### config.mk
export PLATFORM = sky130hd
export DESIGN_NAME = cfg_loader
export DESIGN_NICKNAME = d
export VERILOG_FILES = /design/src/rtl/fpga_cfg_pkg.sv /design/src/rtl/cfg_crc8.sv /design/src/rtl/cfg_loader.sv
export SDC_FILE = /design/constraint.sdc
export NUM_CORES = 1
export LEC_CHECK = 0
export BUFFER_PORTS_ARGS = -buffer_cell sky130_fd_sc_hd__buf_2
export CAP_MARGIN = 20
export CORE_ASPECT_RATIO = 0.75
export CORE_MARGIN = 4
export CORE_UTILIZATION = 50
export DETAILED_ROUTE_END_ITERATION = 7
export GPL_TIMING_DRIVEN = 0
export PLACE_DENSITY = 0.74
export SKIP_LAST_GASP = 1
export SLEW_MARGIN = 10
export SYNTH_ARGS = -nofsm -noshare
export SYNTH_HDL_FRONTEND = slang
export SYNTH_SLANG_ARGS = --single-unit
### constraint.sdc
create_clock -name clk -period 2.1 [get_ports clk]
set_clock_uncertainty 0.1 [all_clocks]
set_input_delay 0.42 -clock clk [delete_from_list [all_inputs] [get_ports clk]]
set_output_delay 0.42 -clock clk [all_outputs]
set_load 0.01 [all_outputs]
### src/rtl/fpga_cfg_pkg.sv
// Shared types and helpers for the CRAM configuration loader.
// Optional CRC checking in cfg_loader is enabled with CFG_CRC_EN.
package fpga_cfg_pkg;

  typedef enum logic [2:0] {
    IDLE  = 3'd0,
    FILL  = 3'd1,
    SHIFT = 3'd2,
    CHK   = 3'd3,
    DONE  = 3'd4,
    ERROR = 3'd5
  } cfg_state_e;

  localparam logic [7:0] CFG_CRC8_POLY = 8'h07;

  // Number of input words needed to cover a chain of chain_len bits.
  function automatic int cfg_words(input int chain_len, input int word_w);
    return (chain_len + word_w - 1) / word_w;
  endfunction

endpackage

### src/rtl/cfg_crc8.sv
// Serial CRC-8 (MSB-first register, init 0), one bit per bit_en cycle.
// Used by cfg_loader only when CFG_CRC_EN is defined.
module cfg_crc8
  import fpga_cfg_pkg::*;
(
  input  logic       clk,
  input  logic       nrst,
  input  logic       clr,
  input  logic       bit_en,
  input  logic       bit_in,
  output logic [7:0] crc
);

  logic [7:0] r_crc;
  logic       w_fb;

  assign w_fb = r_crc[7] ^ bit_in;

  always_ff @(posedge clk or negedge nrst) begin
    if (!nrst)       r_crc <= 8'h00;
    else if (clr)    r_crc <= 8'h00;
    else if (bit_en) r_crc <= {r_crc[6:0], 1'b0} ^ (w_fb ? CFG_CRC8_POLY : 8'h00);
  end

  assign crc = r_crc;

endmodule

### src/rtl/cfg_loader.sv
// Serializes configuration words LSB-first into the head of the CRAM chain.
// Define CFG_CRC_EN to require a trailing CRC-8 word checked against the shifted bits.
module cfg_loader
  import fpga_cfg_pkg::*;
#(
  parameter int WORD_W    = 8,
  parameter int CHAIN_LEN = 20
) (
  input  logic                           clk,
  input  logic                           nrst,
  input  logic                           en,
  input  logic                           start,
  input  logic [WORD_W-1:0]              word_in,
  input  logic                           word_valid,
  output logic                           word_ready,
  output logic                           config_data_out,
  output logic                           config_en,
  output logic                           busy,
  output logic                           done,
  output logic                           crc_err,
  output logic [$clog2(CHAIN_LEN+1)-1:0] bits_left
);

  localparam int NWORDS = cfg_words(CHAIN_LEN, WORD_W);
  localparam int LAST_N = (CHAIN_LEN % WORD_W == 0) ? WORD_W : (CHAIN_LEN % WORD_W);
  localparam int BL_W   = $clog2(CHAIN_LEN + 1);
  localparam int CNT_W  = $clog2(WORD_W + 1);
  localparam int WC_W   = $clog2(NWORDS + 1);

  localparam logic [CNT_W-1:0] FULL_NB = CNT_W'(WORD_W);
  localparam logic [CNT_W-1:0] LAST_NB = CNT_W'(LAST_N);
  localparam logic [WC_W-1:0]  NW      = WC_W'(NWORDS);
  localparam logic [WC_W-1:0]  LASTW   = WC_W'(NWORDS - 1);
  localparam logic [BL_W-1:0]  BL_INIT = BL_W'(CHAIN_LEN);

  cfg_state_e        r_state;
  logic [WORD_W-1:0] r_sh;
  logic [CNT_W-1:0]  r_sh_cnt;
  logic [WORD_W-1:0] r_hold;
  logic              r_hold_vld;
  logic [CNT_W-1:0]  r_hold_n;
  logic [WC_W-1:0]   r_wacc;
  logic [BL_W-1:0]   r_bits_left;
  logic              r_dout;
  logic              r_cfg_en;
  logic              r_busy;
  logic              r_done;
  logic              r_crc_err;

  logic              w_ready;
  logic              w_xfer;
  logic              w_start;
  logic [CNT_W-1:0]  w_nbits;
  logic              w_crc_ok;

  always_comb begin
    w_ready = 1'b0;
    case (r_state)
      FILL, SHIFT: w_ready = en && !r_hold_vld && (r_wacc < NW);
`ifdef CFG_CRC_EN
      CHK:         w_ready = en && !r_hold_vld;
`endif
      default:     w_ready = 1'b0;
    endcase
  end

  assign w_xfer  = w_ready && word_valid;
  assign w_start = en && start && (r_state == IDLE || r_state == DONE || r_state == ERROR);
  // Only the last word of a non-multiple chain is partial; its upper bits are dropped.
  assign w_nbits = (r_wacc == LASTW) ? LAST_NB : FULL_NB;

`ifdef CFG_CRC_EN
  logic [7:0] w_crc;

  cfg_crc8 u_crc (
    .clk    (clk),
    .nrst   (nrst),
    .clr    (w_start),
    .bit_en (config_en),
    .bit_in (config_data_out),
    .crc    (w_crc)
  );

  assign w_crc_ok = (word_in[7:0] == w_crc);
`else
  assign w_crc_ok = 1'b1;
`endif

  always_ff @(posedge clk or negedge nrst) begin
    if (!nrst) begin
      r_state     <= IDLE;
      r_sh        <= '0;
      r_sh_cnt    <= '0;
      r_hold      <= '0;
      r_hold_vld  <= 1'b0;
      r_hold_n    <= '0;
      r_wacc      <= '0;
      r_bits_left <= BL_INIT;
      r_dout      <= 1'b0;
      r_cfg_en    <= 1'b0;
      r_busy      <= 1'b0;
      r_done      <= 1'b0;
      r_crc_err   <= 1'b0;
    end else if (en) begin
      if (w_start) begin
        r_state     <= FILL;
        r_sh_cnt    <= '0;
        r_hold_vld  <= 1'b0;
        r_wacc      <= '0;
        r_bits_left <= BL_INIT;
        r_cfg_en    <= 1'b0;
        r_busy      <= 1'b1;
        r_done      <= 1'b0;
        r_crc_err   <= 1'b0;
      end else begin
        case (r_state)
          FILL, SHIFT: begin
            if (w_xfer) begin
              r_wacc  <= r_wacc + 1'b1;
              r_state <= SHIFT;
            end
            // Output bit source priority: shifter, then holding reg, then bypass of the new word.
            if (r_sh_cnt != '0) begin
              r_dout      <= r_sh[0];
              r_sh        <= r_sh >> 1;
              r_sh_cnt    <= r_sh_cnt - 1'b1;
              r_cfg_en    <= 1'b1;
              r_bits_left <= r_bits_left - 1'b1;
            end else if (r_hold_vld) begin
              r_dout      <= r_hold[0];
              r_sh        <= r_hold >> 1;
              r_sh_cnt    <= r_hold_n - 1'b1;
              r_hold_vld  <= 1'b0;
              r_cfg_en    <= 1'b1;
              r_bits_left <= r_bits_left - 1'b1;
            end else if (w_xfer) begin
              r_dout      <= word_in[0];
              r_sh        <= word_in >> 1;
              r_sh_cnt    <= w_nbits - 1'b1;
              r_cfg_en    <= 1'b1;
              r_bits_left <= r_bits_left - 1'b1;
            end else begin
              r_cfg_en    <= 1'b0;
            end
            if (w_xfer && r_sh_cnt != '0) begin
              r_hold     <= word_in;
              r_hold_vld <= 1'b1;
              r_hold_n   <= w_nbits;
            end
            // Leave SHIFT once the final bit has actually been presented for a cycle.
            if (r_state == SHIFT && r_bits_left == '0) begin
              r_cfg_en <= 1'b0;
`ifdef CFG_CRC_EN
              r_state  <= CHK;
`else
              r_state  <= DONE;
              r_done   <= 1'b1;
              r_busy   <= 1'b0;
`endif
            end
          end
`ifdef CFG_CRC_EN
          CHK: begin
            if (w_xfer) begin
              r_busy <= 1'b0;
              if (w_crc_ok) begin
                r_state <= DONE;
                r_done  <= 1'b1;
              end else begin
                r_state   <= ERROR;
                r_crc_err <= 1'b1;
              end
            end
          end
`endif
          default: ;
        endcase
      end
    end
  end

  assign word_ready      = w_ready;
  assign config_data_out = r_dout;
  assign config_en       = r_cfg_en && en;
  assign busy            = r_busy;
  assign done            = r_done;
  assign crc_err         = r_crc_err;
  assign bits_left       = r_bits_left;

endmodule

== Word-level counts from Yosys, hierarchy flattened ==
Cells that the tools add are included.

* $lt $le $gt $ge: 1
* Mux-type cells: 41
* Reductions and logical operators: 29
* $add $sub $neg: 5
* Bitwise logic cells: 1
* Eq/ne operators: 6

{| class="wikitable"
|+ Operators by type and width
! operator !! number
|-
| $mux 5 || 5
|-
| $mux 4 || 6
|-
| $mux 8 || 3
|-
| $mux 1 || 20
|-
| $reduce_and 3->1 || 5
|-
| $mux 3 || 4
|-
| $sub 4x1->4 const B || 3
|-
| $logic_and 1x1->1 || 8
|-
| $reduce_and 4->1 || 2
|-
| $reduce_bool 4->1 || 2
|-
| $eq 3x3->1 const B || 2
|-
| $mux 2 || 3
|-
| $reduce_bool 2->1 || 3
|-
| $reduce_bool 3->1 || 2
|-
| $logic_not 5->1 || 1
|-
| $sub 5x1->5 const B || 1
|-
| $eq 3x1->1 const B || 1
|-
| $eq 3x2->1 const B || 1
|-
| $logic_not 3->1 || 1
|-
| $ne 3x2->1 const B || 1
|-
| $add 2x1->2 const B || 1
|-
| $eq 2x2->1 const B || 1
|-
| $logic_or 1x1->1 || 2
|-
| $lt 2x2->1 const B || 1
|-
| 4 further kinds || 4
|}

* Word-level logic and storage cells: 95
* Flip-flop bits (word level): 39
* Bits of input ports: 13

== Longest topological paths before layout ==
* Depth in word-level cells: 11
* Mapped depth: 7

== Worst setup path after synthesis ==
Ideal clock, no wire load.

* Path type: register to register
* From: register r_bits_left[0], in the netlist bits_left[0]
* To: register r_state[1]
* Setup slack: -0.141 ns
* Cell stages (with the launch flop): 7
* Required time: 1.868 ns
* Arrival time: 2.008 ns
* Library setup time: 0.132 ns
* Cell sequence: dfrtp_1 > inv_1 > ha_1 > or3b_2 > or4b_1 > or2_2 > a21boi_0

* Word-level cells in the longest chain between the ends: 5
* Elaborated cells on any way between the ends: 7
* Those cells by class: mux (3); reduce/logical (4)

{| class="wikitable"
|+ Ends and longest elaborated chain
! item !! RTL line !! source
|-
| start, declared || cfg_loader.sv:43 || <nowiki>logic [BL_W-1:0] r_bits_left;</nowiki>
|-
| start signal, assigned || cfg_loader.sv:128 || <nowiki>r_bits_left <= r_bits_left - 1'b1;</nowiki>
|-
| start signal, assigned || cfg_loader.sv:135 || <nowiki>r_bits_left <= r_bits_left - 1'b1;</nowiki>
|-
| start signal, assigned || cfg_loader.sv:141 || <nowiki>r_bits_left <= r_bits_left - 1'b1;</nowiki>
|-
| $logic_not 5->1 (*) || cfg_loader.sv:151 || <nowiki>if (r_state == SHIFT && r_bits_left == '0) begin</nowiki>
|-
| $logic_and 1x1->1 (*) || cfg_loader.sv:151 ||
|-
| $mux 3 || cfg_loader.sv:151 ||
|-
| $mux 3 || cfg_loader.sv:116 || <nowiki>case (r_state)</nowiki>
|-
| $mux 3 || cfg_loader.sv:105 || <nowiki>if (w_start) begin</nowiki>
|-
| end signal, assigned || cfg_loader.sv:106 || <nowiki>r_state <= FILL;</nowiki>
|-
| end signal, assigned || cfg_loader.sv:120 || <nowiki>r_state <= SHIFT;</nowiki>
|-
| end signal, assigned || cfg_loader.sv:156 || <nowiki>r_state <= DONE;</nowiki>
|-
| end, declared || cfg_loader.sv:36 || <nowiki>cfg_state_e r_state;</nowiki>
|}

Mark *: on every way between the ends. The rest lies on a longest branch, timed or not. The select of a mux whose other input is x is not followed.
A chain may end at the register's enable or synchronous reset.

== Final worst setup path ==
* From: register r_state[0]
* To: output port word_ready

* Word-level cells in the longest chain between the ends: 3
* Elaborated cells on any way between the ends: 4
* Those cells by class: eq/ne (2); mux (1); reduce/logical (1)

{| class="wikitable"
|+ Ends and longest elaborated chain
! item !! RTL line !! source
|-
| start signal, assigned || cfg_loader.sv:91 || <nowiki>r_state <= IDLE;</nowiki>
|-
| start signal, assigned || cfg_loader.sv:106 ||
|-
| start signal, assigned || cfg_loader.sv:120 ||
|-
| $eq 3x2->1 / $eq 3x1->1 (equally long branches) || cfg_loader.sv:58 || <nowiki>case (r_state)</nowiki>
|-
| $reduce_or 2->1 (*) || cfg_loader.sv:58 ||
|-
| $mux 1 (*) || cfg_loader.sv:58 ||
|-
| end, declared || cfg_loader.sv:15 || <nowiki>output logic word_ready,</nowiki>
|}

Mark *: on every way between the ends. The rest lies on a longest branch, timed or not.

==> run metrics <==
GRT Util Overall=17.4%; areal power density over the cells=1500 mW/mm^2; static leakage power=1.00 nW; synthesized flop and latch total=36; Final min period=2.15 ns; TNS Setup=-0.0634 ns; 1st-pass router iterations=4; total wirelength of the detailed-routed design=3.58 mm; width of the die=77.0 um; root buffer selected by CTS=clkbuf_8; violated checks=negative setup slack; Final GP Congestion=0.835; Longest Clk Path Bufs=2; via-per-instance ratio=5.48; number of port buffers=22; global-route wire length before repair=6.21 mm; Mapped Avg Cell Area=10.4 um^2; final setup slack of the worst path=-0.0496 ns; total CTS buffers=5; cell area after technology mapping=0.00178 mm^2; die height=59.7 um; count of nets left with antenna violations after detail routing=0; Initial Util=53.2%; aggregate global routing overflow=0; cell taking the most area after synthesis=dfrtp_1; DRC violation total after the first TritonRoute iteration=113; clock latency on the worst-skew pair=0.28 ns; sequential element share of the synthesized area=50.6%; detailed placer's ending HPWL=2.61 mm; total count of hold-check failures in the final report=0; post-DR wirelength/cell=14.3 um; minimum setup slack after placement=-0.147 ns; vias in the first global route=1,386; final core occ=63.4%; required arrival time at the worst endpoint=1.58 ns; category of the worst setup path capture point=output pin; placed cell areas=0.00195 mm^2; Worst Tran Pin Value=0.785 ns; CTS sink cnt=36; predominant post-synthesis flop cell=dfrtp_1; result of the run=finished, violations left; number of distinct standard cells referenced by the synthesized netlist=41; clock-pin slew on the worst setup and hold paths=0.07 ns; Critical Path Start Type=flop; amount of wire on met3 after detailed routing=147 um; Hold Path Class=in2async; most frequently used cell type in the post-synthesis netlist=dfrtp_1; worst-path maximum fanout=6; die footprint=0.00460 mm^2; unrepaired setup endpoints after global routing=yes; synthesized instance count=172; fillcell total=251; post-route cell area=0.00213 mm^2; floorplan row count=18; Placeable Area=0.00336 mm^2; crit share post-route=102%; number of max-cap violations=0; count of antenna diodes in the layout=0; worst rel slew slack=47.7%; number of flops mapped to enable cells by yosys=0; CP arrival=1.63 ns; number of warnings printed during yosys synthesis=0; Max Used Layer=met4; number of antenna violations at the first check in global routing=0; wire length the detailed router placed on met1=1.76 mm; worst vdd rail ir drop=0.668 mV; list of most frequent post-synthesis cells=dfrtp_1, nand2_1, nor2_1, o21ai_0, mux2i_1; largest net degree at the start of global routing=37; CTS tree=built; Remaining DRCs=0; final total power=3.18 mW; area grow syn2layout=19.3%; dominant cells by area after synthesis=dfrtp_1, mux2i_1, mux2_2; vias after detailed routing=1,375; final setup vio count=2; total count of max-transition violations in the final report=0; H-tree Lvls=2; worst-case register-to-register setup slack=-0.01 ns; post-synthesis net count=189; Achievable Freq=465 MHz; type of the setup path with the least slack=reg2out; I/O pin count=24; area fraction of the dominant cell type after synthesis=47.7%; share of synthesized flip-flops with an asynchronous set or reset=100%; fraction of final layout cells with drive strength greater than 1=30.8%; Net count, final=228; met2 layer wire length in the routed design=1.63 mm
==> cells in the final DEF (no fill, tap or decap), types with 2 or more instances in the layout <==
| master | synthesis | routed |
|---|---|---|
| inv_1 | 8 | 8 |
| ha_1 | 4 | 3 |
| nand2_1 | 17 | 17 |
| buf_2 | 2 | 24 |
| a21oi_1 | 9 | 9 |
| nand2b_1 | 2 | 2 |
| dfrtp_1 | 34 | 34 |
| nor2_1 | 13 | 13 |
| nand3_1 | 7 | 7 |
| o31ai_1 | 2 | 2 |
| clkbuf_1 | 4 | 4 |
| dfstp_2 | 2 | 2 |
| mux2_2 | 9 | 9 |
| clkbuf_8 | 0 | 5 |
| nor2b_1 | 3 | 2 |
| mux2i_1 | 12 | 12 |
| a21boi_0 | 2 | 2 |
| buf_4 | 1 | 11 |
| buf_6 | 2 | 2 |
| or3_1 | 2 | 2 |
| o21ai_0 | 13 | 13 |
| o21ai_1 | 4 | 4 |
==> worst paths after layout <==
kind | start | end | cells after the start
worst max register to register | bits_left[0] | r_state[1] | 6
worst min register to register | r_sh[0] | r_sh[0] | 2
max in group asynchronous | nrst | r_sh_cnt[3] | 1
min in group clk | word_in[5] | r_hold[5] | 2
worst max-delay path | r_state[0] | word_ready | 4
worst min-delay path | nrst | r_cfg_en | 1
==> final cells by class <==
cell class              count  area (um^2)  share of cell area [%]
flip-flops and latches     36          903                    42.4
multi-input cells         119          826                    38.8
repair buffers             33          190                    8.94
clock buffers               6         72.6                    3.41
plain buffers               8         51.3                    2.41
well taps                  40         50.0                    2.35
inverters                   8         30.0                    1.41
clock inverters             1         5.00                   0.235
==> cells by family after synthesis <==
family / Yosys count / share of synthesized area [%]
buf+inv: 17 / 4.77
fa+ha+maj: 4 / 2.81
compound gates: 36 / 12.8
flops: 36 / 50.6
simple gates: 55 / 15.4
xor+xnor: 2 / 0.982
mux: 21 / 12.4
other cells: 1 / 0.210
==> critical path, stage by stage (launching register included) <==
cell	delay (ns)
dfrtp_1	0.45
xor2_2	0.30
nand2_1	0.21
nor3_1	0.22
buf_2	0.18
==> metal layers <==
layer	GRT usage [%]	up-vias
li1	-	670
met1	23.8	679
met5	0	-
met3	4.22	5
met2	27.0	21
met4	7.11	0
==> metrics by stage <==
stage,hold slack (ns),cells
after floorplan,0.0244,172
after global placement,0.361,234
after detailed placement,0.371,234
after CTS,0.146,247
after global routing,0.179,251
final,0.118,251
==> repair_timing <==
item	in CTS	in global routing
pin swaps	2	3
buffers inserted	5	5
gates cloned	1	0
gates resized for setup	5	3
hold buffers	0	0
setup endpoints to repair	27	26
==> where the power goes <==
part           switching [mW]  internal (mW)  total [mW]
registers               0.211           1.02        1.23
logic                   0.778          0.725        1.50
clock network           0.227          0.225       0.452
total                    1.22           1.97        3.18
==> state kept, by name, indices dropped and copies added (netlist names) <==
register	count
r_wacc	2
bits_left	5
busy	1
r_sh	7
r_cfg_en	1
r_sh_cnt	4
r_state	3
done	1
r_hold_n	2
config_data_out	1
r_hold	8
r_hold_vld	1
(Power assumes the default switching activity.)
